$ cat src/rtl/mips_pipe_pkg.sv
// Shared definitions for the 5-stage MIPS pipeline control: register address width,
// sequencer state encoding and the NOP control word used when ID/EX is bubbled.
package mips_pipe_pkg;

  localparam int unsigned REG_ADDR_W = 5;

  typedef enum logic [1:0] {
    RUN    = 2'd0,
    LSTALL = 2'd1,
    MWAIT  = 2'd2
  } pipe_state_e;

  // ID/EX control fields; a bubble replaces them with IDEX_CTRL_NOP.
  typedef struct packed {
    logic       reg_write;
    logic       mem_to_reg;
    logic       mem_read;
    logic       mem_write;
    logic       branch;
    logic       alu_src;
    logic       reg_dst;
    logic [1:0] alu_op;
  } idex_ctrl_t;

  localparam idex_ctrl_t IDEX_CTRL_NOP = '0;

endpackage

$ cat src/rtl/load_use_cmp.sv
// Load-use comparator: flags an ID source register that matches the load destination in EX.
// Purely combinational so it can be shared with the forwarding unit.
module load_use_cmp
  import mips_pipe_pkg::*;
(
  input  logic                  ex_mem_read,
  input  logic [REG_ADDR_W-1:0] ex_rt,
  input  logic [REG_ADDR_W-1:0] id_rs,
  input  logic [REG_ADDR_W-1:0] id_rt,
  input  logic                  id_uses_rt,
  output logic                  lu_hit_c
);

  // $zero is never a real dependency
  always_comb begin
    lu_hit_c = ex_mem_read && (ex_rt != '0) &&
               ((ex_rt == id_rs) || (id_uses_rt && (ex_rt == id_rt)));
  end

endmodule

$ cat src/rtl/pipe_hazard_ctrl.sv
// Pipeline sequencer: load-use bubbles, branch flush and data-memory freeze with sticky timeout.
// Define HAZARD_PERF_CNT_EN to add the stall-cycle and flush performance counters.
module pipe_hazard_ctrl
  import mips_pipe_pkg::*;
#(
  parameter int unsigned LOAD_USE_STALLS = 1,
  parameter int unsigned MEM_TIMEOUT     = 255
) (
  input  logic                  i_clk,
  input  logic                  i_rst_n,
  input  logic [REG_ADDR_W-1:0] i_id_rs,
  input  logic [REG_ADDR_W-1:0] i_id_rt,
  input  logic                  i_id_uses_rt,
  input  logic                  i_ex_mem_read,
  input  logic [REG_ADDR_W-1:0] i_ex_rt,
  input  logic                  i_ex_branch_taken,
  input  logic                  i_mem_busy,
  output logic                  o_pc_write,
  output logic                  o_ifid_write,
  output logic                  o_ifid_flush,
  output logic                  o_idex_bubble,
  output logic                  o_idex_hold,
  output logic                  o_exmem_hold,
  output logic                  o_mem_timeout
`ifdef HAZARD_PERF_CNT_EN
  ,
  output logic [31:0]           o_stall_cycles,
  output logic [15:0]           o_flush_count
`endif
);

  localparam int unsigned STALL_W = 2;
  localparam int unsigned TMO_W   = 16;

  pipe_state_e        state_q, state_d;
  logic [STALL_W-1:0] stall_q, stall_d;
  logic [TMO_W-1:0]   tmo_q, tmo_d;
  logic               tmo_flag_q, tmo_flag_d;
  logic               lu_hit;

  load_use_cmp u_load_use_cmp (
    .ex_mem_read (i_ex_mem_read),
    .ex_rt       (i_ex_rt),
    .id_rs       (i_id_rs),
    .id_rt       (i_id_rt),
    .id_uses_rt  (i_id_uses_rt),
    .lu_hit_c    (lu_hit)
  );

  always_ff @(posedge i_clk or negedge i_rst_n) begin
    if (!i_rst_n) begin
      state_q    <= RUN;
      stall_q    <= '0;
      tmo_q      <= '0;
      tmo_flag_q <= 1'b0;
    end else begin
      state_q    <= state_d;
      stall_q    <= stall_d;
      tmo_q      <= tmo_d;
      tmo_flag_q <= tmo_flag_d;
    end
  end

  // Next state and Mealy controls; priority is mem_busy > branch > load-use
  always_comb begin
    state_d       = state_q;
    stall_d       = stall_q;
    tmo_d         = tmo_q;
    tmo_flag_d    = tmo_flag_q;
    o_pc_write    = 1'b1;
    o_ifid_write  = 1'b1;
    o_ifid_flush  = 1'b0;
    o_idex_bubble = 1'b0;
    o_idex_hold   = 1'b0;
    o_exmem_hold  = 1'b0;

    case (state_q)
      RUN: begin
        if (i_mem_busy) begin
          o_pc_write   = 1'b0;
          o_ifid_write = 1'b0;
          o_idex_hold  = 1'b1;
          o_exmem_hold = 1'b1;
          tmo_d        = TMO_W'(1);
          state_d      = MWAIT;
        end else if (i_ex_branch_taken) begin
          o_ifid_flush  = 1'b1;
          o_idex_bubble = 1'b1;
        end else if (lu_hit) begin
          o_pc_write    = 1'b0;
          o_ifid_write  = 1'b0;
          o_idex_bubble = 1'b1;
          if (LOAD_USE_STALLS > 1) begin
            stall_d = STALL_W'(LOAD_USE_STALLS - 1);
            state_d = LSTALL;
          end
        end
      end
      LSTALL: begin
        o_pc_write   = 1'b0;
        o_ifid_write = 1'b0;
        if (i_mem_busy) begin
          o_idex_hold  = 1'b1;
          o_exmem_hold = 1'b1;
          tmo_d        = TMO_W'(1);
          state_d      = MWAIT;
        end else begin
          o_idex_bubble = 1'b1;
          stall_d       = stall_q - STALL_W'(1);
          if (stall_q == STALL_W'(1)) begin
            state_d = RUN;
          end
        end
      end
      MWAIT: begin
        if (i_mem_busy) begin
          o_pc_write   = 1'b0;
          o_ifid_write = 1'b0;
          o_idex_hold  = 1'b1;
          o_exmem_hold = 1'b1;
          if (tmo_q != TMO_W'(MEM_TIMEOUT)) begin
            tmo_d = tmo_q + TMO_W'(1);
          end
        end else begin
          tmo_d   = '0;
          state_d = (stall_q != '0) ? LSTALL : RUN;
        end
      end
      default: begin
        state_d = RUN;
        stall_d = '0;
        tmo_d   = '0;
      end
    endcase

    if (i_mem_busy && (tmo_d == TMO_W'(MEM_TIMEOUT))) begin
      tmo_flag_d = 1'b1;
    end

    // Outputs follow reset asynchronously, without waiting for a clock
    if (!i_rst_n) begin
      o_pc_write    = 1'b0;
      o_ifid_write  = 1'b0;
      o_ifid_flush  = 1'b1;
      o_idex_bubble = 1'b1;
      o_idex_hold   = 1'b0;
      o_exmem_hold  = 1'b0;
    end
  end

  assign o_mem_timeout = tmo_flag_q;

`ifdef HAZARD_PERF_CNT_EN
  logic [31:0] stall_cycles_q;
  logic [15:0] flush_count_q;
  logic        flush_accept;

  assign flush_accept = (state_q == RUN) && !i_mem_busy && i_ex_branch_taken;

  // Stall counter wraps; flush counter saturates
  always_ff @(posedge i_clk or negedge i_rst_n) begin
    if (!i_rst_n) begin
      stall_cycles_q <= '0;
      flush_count_q  <= '0;
    end else begin
      if (!o_pc_write) begin
        stall_cycles_q <= stall_cycles_q + 32'd1;
      end
      if (flush_accept && (flush_count_q != 16'hFFFF)) begin
        flush_count_q <= flush_count_q + 16'd1;
      end
    end
  end

  assign o_stall_cycles = stall_cycles_q;
  assign o_flush_count  = flush_count_q;
`else
  // Performance counters not built in this configuration.
`endif

endmodule

$ cat config.mk
export PLATFORM = sky130hd
export DESIGN_NAME = pipe_hazard_ctrl
export DESIGN_NICKNAME = d
export VERILOG_FILES = /design/src/rtl/mips_pipe_pkg.sv /design/src/rtl/load_use_cmp.sv /design/src/rtl/pipe_hazard_ctrl.sv
export SDC_FILE = /design/constraint.sdc
export NUM_CORES = 1
export LEC_CHECK = 0
export CAP_MARGIN = 30
export CORE_MARGIN = 2
export CORE_UTILIZATION = 52
export CTS_BUF_LIST = sky130_fd_sc_hd__clkbuf_16
export DETAILED_ROUTE_END_ITERATION = 10
export MAX_ROUTING_LAYER = met4
export PLACE_DENSITY = 0.79
export SYNTH_ARGS = -nofsm -noshare
export SYNTH_HDL_FRONTEND = slang
export SYNTH_SLANG_ARGS = --single-unit
export TNS_END_PERCENT = 30
$ cat constraint.sdc
create_clock -name i_clk -period 2.2 [get_ports i_clk]
set_input_delay 0.44 -clock i_clk [delete_from_list [all_inputs] [get_ports i_clk]]
set_output_delay 0.44 -clock i_clk [all_outputs]
set_load 0.05 [all_outputs]
==> Word level (Yosys, flattened, before mapping) <==
Index checks and enable logic that the tools add are counted.
{ "op_classes": {"addsub": 2, "eq_ne": 11, "muxes": 30, "n_bitwise": 1, "n_reduce_logical": 13} }
{ "op_table": {"columns": ["op", "n"], "rows": [
  ["16-bit two-way mux", 3],
  ["16-bit case mux with 2 select lines", 1],
  ["1-bit two-way mux", 17],
  ["16-bit by 1-bit adder with 16-bit output (second input constant)", 1],
  ["16-bit by 8-bit == test with 1-bit output (second input constant)", 1],
  ["16-bit by 8-bit inequality test with 1-bit output (second input constant)", 1],
  ["5-bit == test", 2],
  ["2-bit two-way mux", 5],
  ["2-bit inequality test (second input constant)", 3],
  ["2-bit case mux with 3 select lines", 1],
  ["5-bit nonzero test", 1],
  ["2-bit by 1-bit == test with 1-bit output (second input constant)", 2],
  ["1-bit logical AND", 4],
  ["2-bit case mux with 2 select lines", 1],
  ["2-bit OR reduction", 2],
  ["3-bit inequality test (second input constant)", 1],
  ["1-bit case mux with 3 select lines", 1],
  ["3-bit AND reduction", 1],
  ["3-bit OR reduction", 1],
  ["2-bit == test (second input constant)", 1],
  ["2-bit zero test", 1],
  ["1-bit case mux with 2 select lines", 1],
  ["2-bit AND reduction", 1],
  ["2-bit nonzero test", 1],
  ["other kinds (3)", 3]
]} }
{ "word_totals": {"regBits": 21, "elab_cells": 61} }

==> Depth between registers and ports, before layout <==
Gate-level depths: netlist of the first run.
{ "logic_depth": {"ltp_word": 9, "mapped_depth": 9, "mapped_depth_nobuf": 7} }

==> Modules after synthesis <==
A second synthesis of the first run with hierarchy kept.
{ "unflattened": {"cells_unflattened": 181, "hier_area_um2": 1634.1} }
{ "modules_own_cells": {"columns": ["module", "instances", "cells_each", "area_each_um2", "seq_area_each_um2"], "rows": [
  ["pipe_hazard_ctrl", 1, 164, 1501.4, 525.5],
  ["load_use_cmp", 1, 17, 132.6, 0.0]
]} }

==> Worst setup path after synthesis of the first run <==
No wires, ideal clock.
{ "synth_path": {"path_type": "input to output", "startpoint": "input port i_mem_busy", "endpoint": "output port o_ifid_flush", "arrival_time_ns": 2.322, "required_time_ns": 1.760, "setup_slack_ns": -0.562, "path_stages": 4, "path_buffers": 2, "path_cell_list": "buf_2 -> or2_2 -> dlygate4sd1_1 -> o31ai_1"} }
{ "synth_between": {"elab_chain_cells": 3} }
{ "synth_rtl": {"columns": ["element", "line_no", "text"], "rows": [
  ["start: declaration", "pipe_hazard_ctrl.sv:17", "input logic i_mem_busy,"],
  ["1-bit two-way mux", "pipe_hazard_ctrl.sv:79", "if (i_mem_busy) begin"],
  ["1-bit two-way mux", "pipe_hazard_ctrl.sv:77", "case (state_q)"],
  ["1-bit two-way mux", "pipe_hazard_ctrl.sv:141", "if (!i_rst_n) begin"],
  ["end: declaration", "pipe_hazard_ctrl.sv:20", "output logic o_ifid_flush,"]
]} }
Every way passes these cells.

==> Worst setup path in the final report of the first run <==
{ "layout_path": {"startpoint": "input port i_id_rt[4]", "endpoint": "output port o_pc_write"} }
{ "layout_between": {"elab_chain_cells": 9} }
{ "layout_rtl": {"columns": ["element", "line_no", "text"], "rows": [
  ["start: declaration", "pipe_hazard_ctrl.sv:12", "input logic [REG_ADDR_W-1:0] i_id_rt,"],
  ["5-bit == test", "load_use_cmp.sv:17", "((ex_rt == id_rs) || (id_uses_rt && (ex_rt == id_rt)));"],
  ["1-bit logical AND", "load_use_cmp.sv:17", null],
  ["1-bit logical OR", "load_use_cmp.sv:17", null],
  ["1-bit logical AND", "load_use_cmp.sv:16", "lu_hit_c = ex_mem_read && (ex_rt != '0) &&"],
  ["1-bit two-way mux", "pipe_hazard_ctrl.sv:89", "end else if (lu_hit) begin"],
  ["1-bit two-way mux", "pipe_hazard_ctrl.sv:86", "end else if (i_ex_branch_taken) begin"],
  ["1-bit two-way mux", "pipe_hazard_ctrl.sv:79", null],
  ["1-bit case mux with 3 select lines", "pipe_hazard_ctrl.sv:77", null],
  ["1-bit two-way mux", "pipe_hazard_ctrl.sv:141", null],
  ["end: declaration", "pipe_hazard_ctrl.sv:18", "output logic o_pc_write,"]
]} }
Every way passes these cells.

==> results.tsv, run 1 <==
metric	value	unit
status	finished clean	
CTS Buf Count	3	
VDD IR max	0.506	mV
total track usage	0.292	
slew margin rel.	0.674	
Most used DFF post-synth	dfrtp_1	
I/O pin total	28	
Yosys cell types	55	
CTS Sinks	21	
Worst-Margin Slew	0.488	ns
Sum Neg Setup Slack	0	ns
Post-Syn Area per Cell	8.90	um2
Max Fclk	470	MHz
synthesized cell area	0.00158	mm2
Hold Slack	0.469	ns
Worst setup EP type	output pin	
final setup vio count	0	
worst-path cell chain	clkdlybuf4s15_1 -> xnor2_1 -> nand4_1 -> o22ai_2 -> a41oi_2 -> a22oi_2 -> nor2b_4 -> buf_12	
Worst-path clk slew	0.06	ns
Power per Cell Area	580	mW/mm2
post-DP HPWL	3490	um
CP Data Arrival Time	1.69	ns
Syn. warnings	0	
largest net degree at the start of global routing	18	
Pwr Total	0.00125	W
Pleak	0.948	nW
antenna-violating nets left	0	
required time worst endpoint	1.76	ns
slowest stage delay, CP	0.19	ns
CP delay by family, top	compound AO/OA/AOI/OAI gates	
initial DRC count	112	
Worst path slowest cell	clkdlybuf4s15_1	
Setup Fix Bufs, Post-CTS	0	
port bufs	27	
Die X-Extent	59.2	um
critical path depth in cells	8	
sequential-to-total area share from yosys stat	0.332	
GP Congestion	1.05	
final number of hold-violating endpoints	0	
vias in the first global route	1617	
die area	0.00350	mm2
asr flop ratio synth	1.00	
Fill cells	226	
Initial Util	0.532	
cell row count	20	
Worst Path Max Fanout	2	
Worst Hold Depth	2	
first-pass iteration count of the detailed router	4	
RSZ-0062 raised after global routing	false	
WL/cell	17.9	um
H-tree depth	1	
Antenna diodes	0	
Post-synth EDFFs	0	
Reg2Reg Depth	6	
grt total ovfl	0	
initial antenna violation count	0	
total number of vias	1635	
Max Cap Violations	0	
Worst-Skew Late Latency	0.26	ns
fin crit share	0.966	
first-pass GRT wire length	7600	um
Area Overhead vs Synth	35.5	%
Synth Instances	178	
# nets final	248	
minimum clock period	2.13	ns
FF+latch count, synth	21	
drc violations	0	
Net Count, Synth	202	
clock skew	0.00184	ns
Die Y	59.2	um
share of cells above drive strength 1	0.323	
CTS tree	built	
CTS max path bufs	2	
Final Max Slew Viols	0	
DR vias/cell	6.39	
buffer and inverter count on the worst path	2	
Core Region	0.00298	mm2
clk root buf	clkbuf_16	
Routed WL	4570	um
min-delay worst type	reg -> reg	
WS Path Type	in -> out	
Worst Setup Start Kind	input pin	
path summary, 6_finish.rpt:
check                                     startpoint                   endpoint  slack (ns)
min reg2reg                o_mem_timeout$_DFFE_PN0P_  o_mem_timeout$_DFFE_PN0P_        0.47
max in group asynchronous                    i_rst_n         tmo_q[0]$_DFF_PN0_        1.26
max reg2reg                      tmo_q[12]$_DFF_PN0_  o_mem_timeout$_DFFE_PN0P_        0.08
max                                       i_id_rt[4]                 o_pc_write        0.07
min                        o_mem_timeout$_DFFE_PN0P_  o_mem_timeout$_DFFE_PN0P_        0.47
min in group asynchronous                    i_rst_n     state_q[0]$_DFFE_PN0P_        0.67
cell families (layout without fill, tap and decap cells):
family          after synthesis  count (layout)  synth area share
buf+inv                      19              64            0.0664
flops                        21              21             0.332
simple gates                 73              73             0.306
compound gates               50              50             0.206
xor+xnor                     12              12            0.0664
fa+ha+maj                     3               3            0.0237
per-layer routing:
layer  track usage  vias up  wire, um
met4         0.104        0       111
met5             -        -         0
met1         0.355      796      1920
met3        0.0349       12       218
met2         0.496       70      2320
li1              -      757         -
area by class of cell:
cell class,count,area [um2],area share
clock buffer,3,75.1,0.0350
sequential,21,527,0.245
inverter,8,30.0,0.0140
tap,33,41.3,0.0192
timing repair buffer,52,467,0.217
multi-input combinational,138,1000,0.467
clock inverter,1,5.00,0.00233
Yosys cell counts, types with 3 or more instances:
library cell | instances | share of area
nor2_1 | 7 | 0.017
xnor2_1 | 11 | 0.061
a31oi_1 | 4 | 0.016
clkbuf_1 | 3 | 0.0071
and3_2 | 3 | 0.014
nand4_1 | 4 | 0.016
a21oi_1 | 12 | 0.038
buf_4 | 3 | 0.014
dfrtp_1 | 21 | 0.33
nor3_1 | 4 | 0.013
o21ai_0 | 14 | 0.044
and3_1 | 4 | 0.016
and4_1 | 3 | 0.017
inv_1 | 8 | 0.019
nand3_1 | 9 | 0.028
ha_1 | 3 | 0.024
nand2_1 | 14 | 0.033
o22ai_1 | 4 | 0.016
sequential cells by signal, summed over array words and instances (netlist names):
name,flops
state_q,2
tmo_q,16
stall_q,2
o_mem_timeout,1
through the flow:
stage / instances / utilization / instance area (um2) / setup WS [ns]
floorplan: 178 / - / 1590 / -0.134
global placement: 252 / 0.693 / 2060 / -0.234
detailed placement: 252 / 0.693 / 2060 / -0.321
CTS: 256 / 0.724 / 2150 / 0.00569
global route: 256 / 0.721 / 2150 / 0.00779
finish: 256 / 0.721 / 2150 / 0.0745
power by group:
| group | switching, W | internal (W) | total (W) | leakage (nW) |
|---|---|---|---|---|
| sequential | 0.0000368 | 0.000420 | 0.000457 | 0.276 |
| clock | 0.000152 | 0.000245 | 0.000397 | 0.0409 |
| combinational | 0.000207 | 0.000185 | 0.000392 | 0.631 |
worst register-to-register path: stages, from the launching register on:
cell and delay (ns):
dfrtp_1 0.43, nor4_4 0.43, nand4_4 0.14, and3_4 0.23, a211oi_2 0.25, o211ai_1 0.18
o41ai_2 0.38
repair_timing:
action	4_1_cts	5_1_grt
hold buffers	0	0
endpoints found under the hold margin	0	0
endpoints found under the setup margin	7	5
resized for setup	24	22
pin swaps	14	14
placed cells by master (no fill, tap or decap), types with 7 or more instances in the layout:
cell type,Yosys,final
inv_1,8,8
nand2_1,14,14
clkbuf_2,0,8
nor2_1,7,7
o21ai_0,14,13
nand3_1,9,9
xnor2_1,11,10
buf_4,3,25
dfrtp_1,21,20
a21oi_1,12,12
No activity file was read; power rests on OpenSTA's default activity.
==> inputs of run 2 (changes only) <==
Settings changed: GPL_TIMING_DRIVEN set to 0.
==> run 2 against run 1 <==
Against the previous run:
- routed wire length is 4.2% lower
- sequential share of layout area rose by 1.5 points
- clock skew is 0.0056 ns higher
- worst setup slack worse by 0.017 ns
- first-iteration DRC count fell by 22%
- count of clock-buffer cells in the layout unchanged
- global-route usage decreased by 1.5 points
- hold slack got worse by 0.31 ns
- highest routed layer unchanged
- combinational power fell by 9.2%
==> results.tsv, run 2 (synthesis gave the netlist of run 1 again) <==
metric	value	unit	change
Core Region	0.00298	mm2	unchanged
Worst-path clk slew	0.06	ns	about the same
# nets final	238		-4.0%
Design Area, Final	0.00203	mm2	-5.7%
Worst setup EP type	output pin		
WL/cell	17.8	um	-0.26%
GR met2 Demand/Resource	0.473		-0.0235
first-pass GRT wire length	7180	um	-5.6%
first-pass iteration count of the detailed router	4		unchanged
RR Endpoint	o_mem_timeout$_DFFE_PN0P_		
Die Y	59.2	um	unchanged
Max Fclk	467	MHz	-0.80%
port bufs	26		-3.7%
final number of hold-violating endpoints	0		unchanged
status	finished clean		
share of cells above drive strength 1	0.300		-0.0224
Worst Setup Start Kind	input pin		
I/O pin total	28		unchanged
Worst Setup SP	i_id_rs[3]		
Hold Slack	0.164	ns	-0.305 ns
GR Util met1	0.304		-0.0513
Reg2Reg Setup Slack	0.06	ns	-0.02 ns
CTS max path bufs	2		unchanged
vias in the first global route	1592		-1.5%
Routed WL	4380	um	-4.2%
final setup vio count	0		unchanged
crit path to	o_pc_write		
CTS Sinks	21		unchanged
slowest stage delay, CP	0.24	ns	+0.05 ns
slew margin rel.	0.668		-0.00522
Area Overhead vs Synth	27.9	%	
clk root buf	clkbuf_16		
Worst-Margin Slew	0.496	ns	+0.00781 ns
largest registers	tmo_q x16, stall_q x2, state_q x2		
commonest non-fill, non-tap cell in the layout	dfrtp_1		
most frequent cells in the layout	dfrtp_1 (20), nand2_1 (14), o21ai_0 (13)		
largest net degree at the start of global routing	14		-4
fin crit share	0.974		+0.00783
drc violations	0		unchanged
cell row count	20		unchanged
H-tree depth	1		unchanged
required time worst endpoint	1.76	ns	about the same
max FFs per register	16		unchanged
min-delay worst type	in -> async		
grt peak-use layer	met2		
Max Cap Violations	0		unchanged
VDD IR max	0.554	mV	+9.6%
CTS Buf Count	3		unchanged
CP Data Arrival Time	1.70	ns	about the same
initial DRC count	87		-22%
clock skew	0.00743	ns	+0.00559 ns
Biggest register	tmo_q		
GR Layer Usage met3	0.0633		+0.0284
Pleak	0.871	nW	-8.2%
GP Congestion	0.947		-10%
Antenna diodes	0		unchanged
Power per Cell Area	589	mW/mm2	+1.5%
Final Max Slew Viols	0		unchanged
Worst-Skew Late Latency	0.26	ns	about the same
post-DP HPWL	3300	um	-5.6%
critical path depth in cells	9		+1
Worst path slowest cell	dlygate4sd2_1		
WS Path Type	in -> out		
Initial Util	0.532		unchanged
buffer and inverter count on the worst path	3		+1
initial antenna violation count	0		unchanged
cts hold-fix bufs	0		unchanged
Die X-Extent	59.2	um	unchanged
Worst Path Max Fanout	2		unchanged
RSZ-0062 raised after global routing	true		
die area	0.00350	mm2	unchanged
total track usage	0.277		-0.0148
DR vias/cell	6.59		+3.2%
total number of vias	1621		-0.86%
Reg2Reg Depth	7		+1
CTS tree	built		
grt total ovfl	0		unchanged
minimum clock period	2.14	ns	+0.0172 ns
Area after DPL	0.00191	mm2	-7.5%
reg2reg start	tmo_q[13]$_DFF_PN0_		
worst-path cell chain	dlygate4sd2_1 -> xnor2_1 -> nand2_1 -> o22ai_2 -> a41oi_2 -> a22oi_2 -> nor2b_2 -> buf_4 -> buf_8		
antenna-violating nets left	0		unchanged
CP delay by family, top	buffers and inverters		
==> run 2: cell types whose count changed in the layout (fill, tap and decap cells not counted), sizes merged <==
| cell | delta |
|---|---|
| clkdlybuf4s15 | +2 |
| clkdlybuf4s50 | -1 |
| buf | -13 |
| clkbuf | +4 |
| dlygate4sd2 | -2 |
==> run 2: area by class of cell <==
type	instances	area [um2]
plain buffers	10	72.6
fillers	241	952
repair buffers	32	278
clock buffers	3	75.1
clock inverters	1	5.00
inverters	8	30.0
multi-input cells	138	997
flip-flops and latches	21	527
well taps	33	41.3
==> run 2: what timing repair did <==
action,in CTS,in global routing
setup endpoints to repair,7,7
endpoints found under the hold margin,0,0
buffers inserted,2,3
gates resized for setup,57,31
pin swaps,18,21
==> run 2: routing by layer <==
metal	share of wire	wire (um)	up-vias
met5	0	0	-
met4	0.031	138	0
met3	0.083	362	20
met2	0.50	2170	103
met1	0.39	1710	756
li1	-	-	742
==> run 2: worst min path at each step <==
stage / cells past startpoint / startpoint / end
final: 1 / i_rst_n / tmo_q[6]$_DFF_PN0_
after floorplan: 0 / i_rst_n / o_mem_timeout$_DFFE_PN0P_
after CTS: 1 / i_rst_n / tmo_q[6]$_DFF_PN0_
after global placement: 2 / o_mem_timeout$_DFFE_PN0P_ / o_mem_timeout$_DFFE_PN0P_
after detailed placement: 2 / o_mem_timeout$_DFFE_PN0P_ / o_mem_timeout$_DFFE_PN0P_
after global routing: 1 / i_rst_n / tmo_q[6]$_DFF_PN0_
==> run 2: through the flow <==
step	TNS (ns)	setup WS (ns)	power, W	utilization	cells
floorplan	-0.267	-0.134	0.000674	-	178
global placement	-5.97	-1.12	0.000775	0.636	237
detailed placement	-4.47	-0.920	0.000799	0.641	238
CTS	-0.0855	-0.0583	0.00119	0.671	243
global route	-0.0410	-0.0359	0.00125	0.680	246
finish	0	0.0573	0.00119	0.680	246
==> run 2: power by group <==
group	internal [W]	total [W]	switching [W]
clock network	0.000244	0.000391	0.000146
registers	0.000419	0.000447	0.0000272
logic	0.000152	0.000356	0.000204
total	0.000815	0.00119	0.000378
==> inputs of run 3 (changes only) <==
Settings changed: GPL_TIMING_DRIVEN 0 to unset.
==> results of run 3 <==
No change in the layout: final DEF, timing and power equal those of run 1.
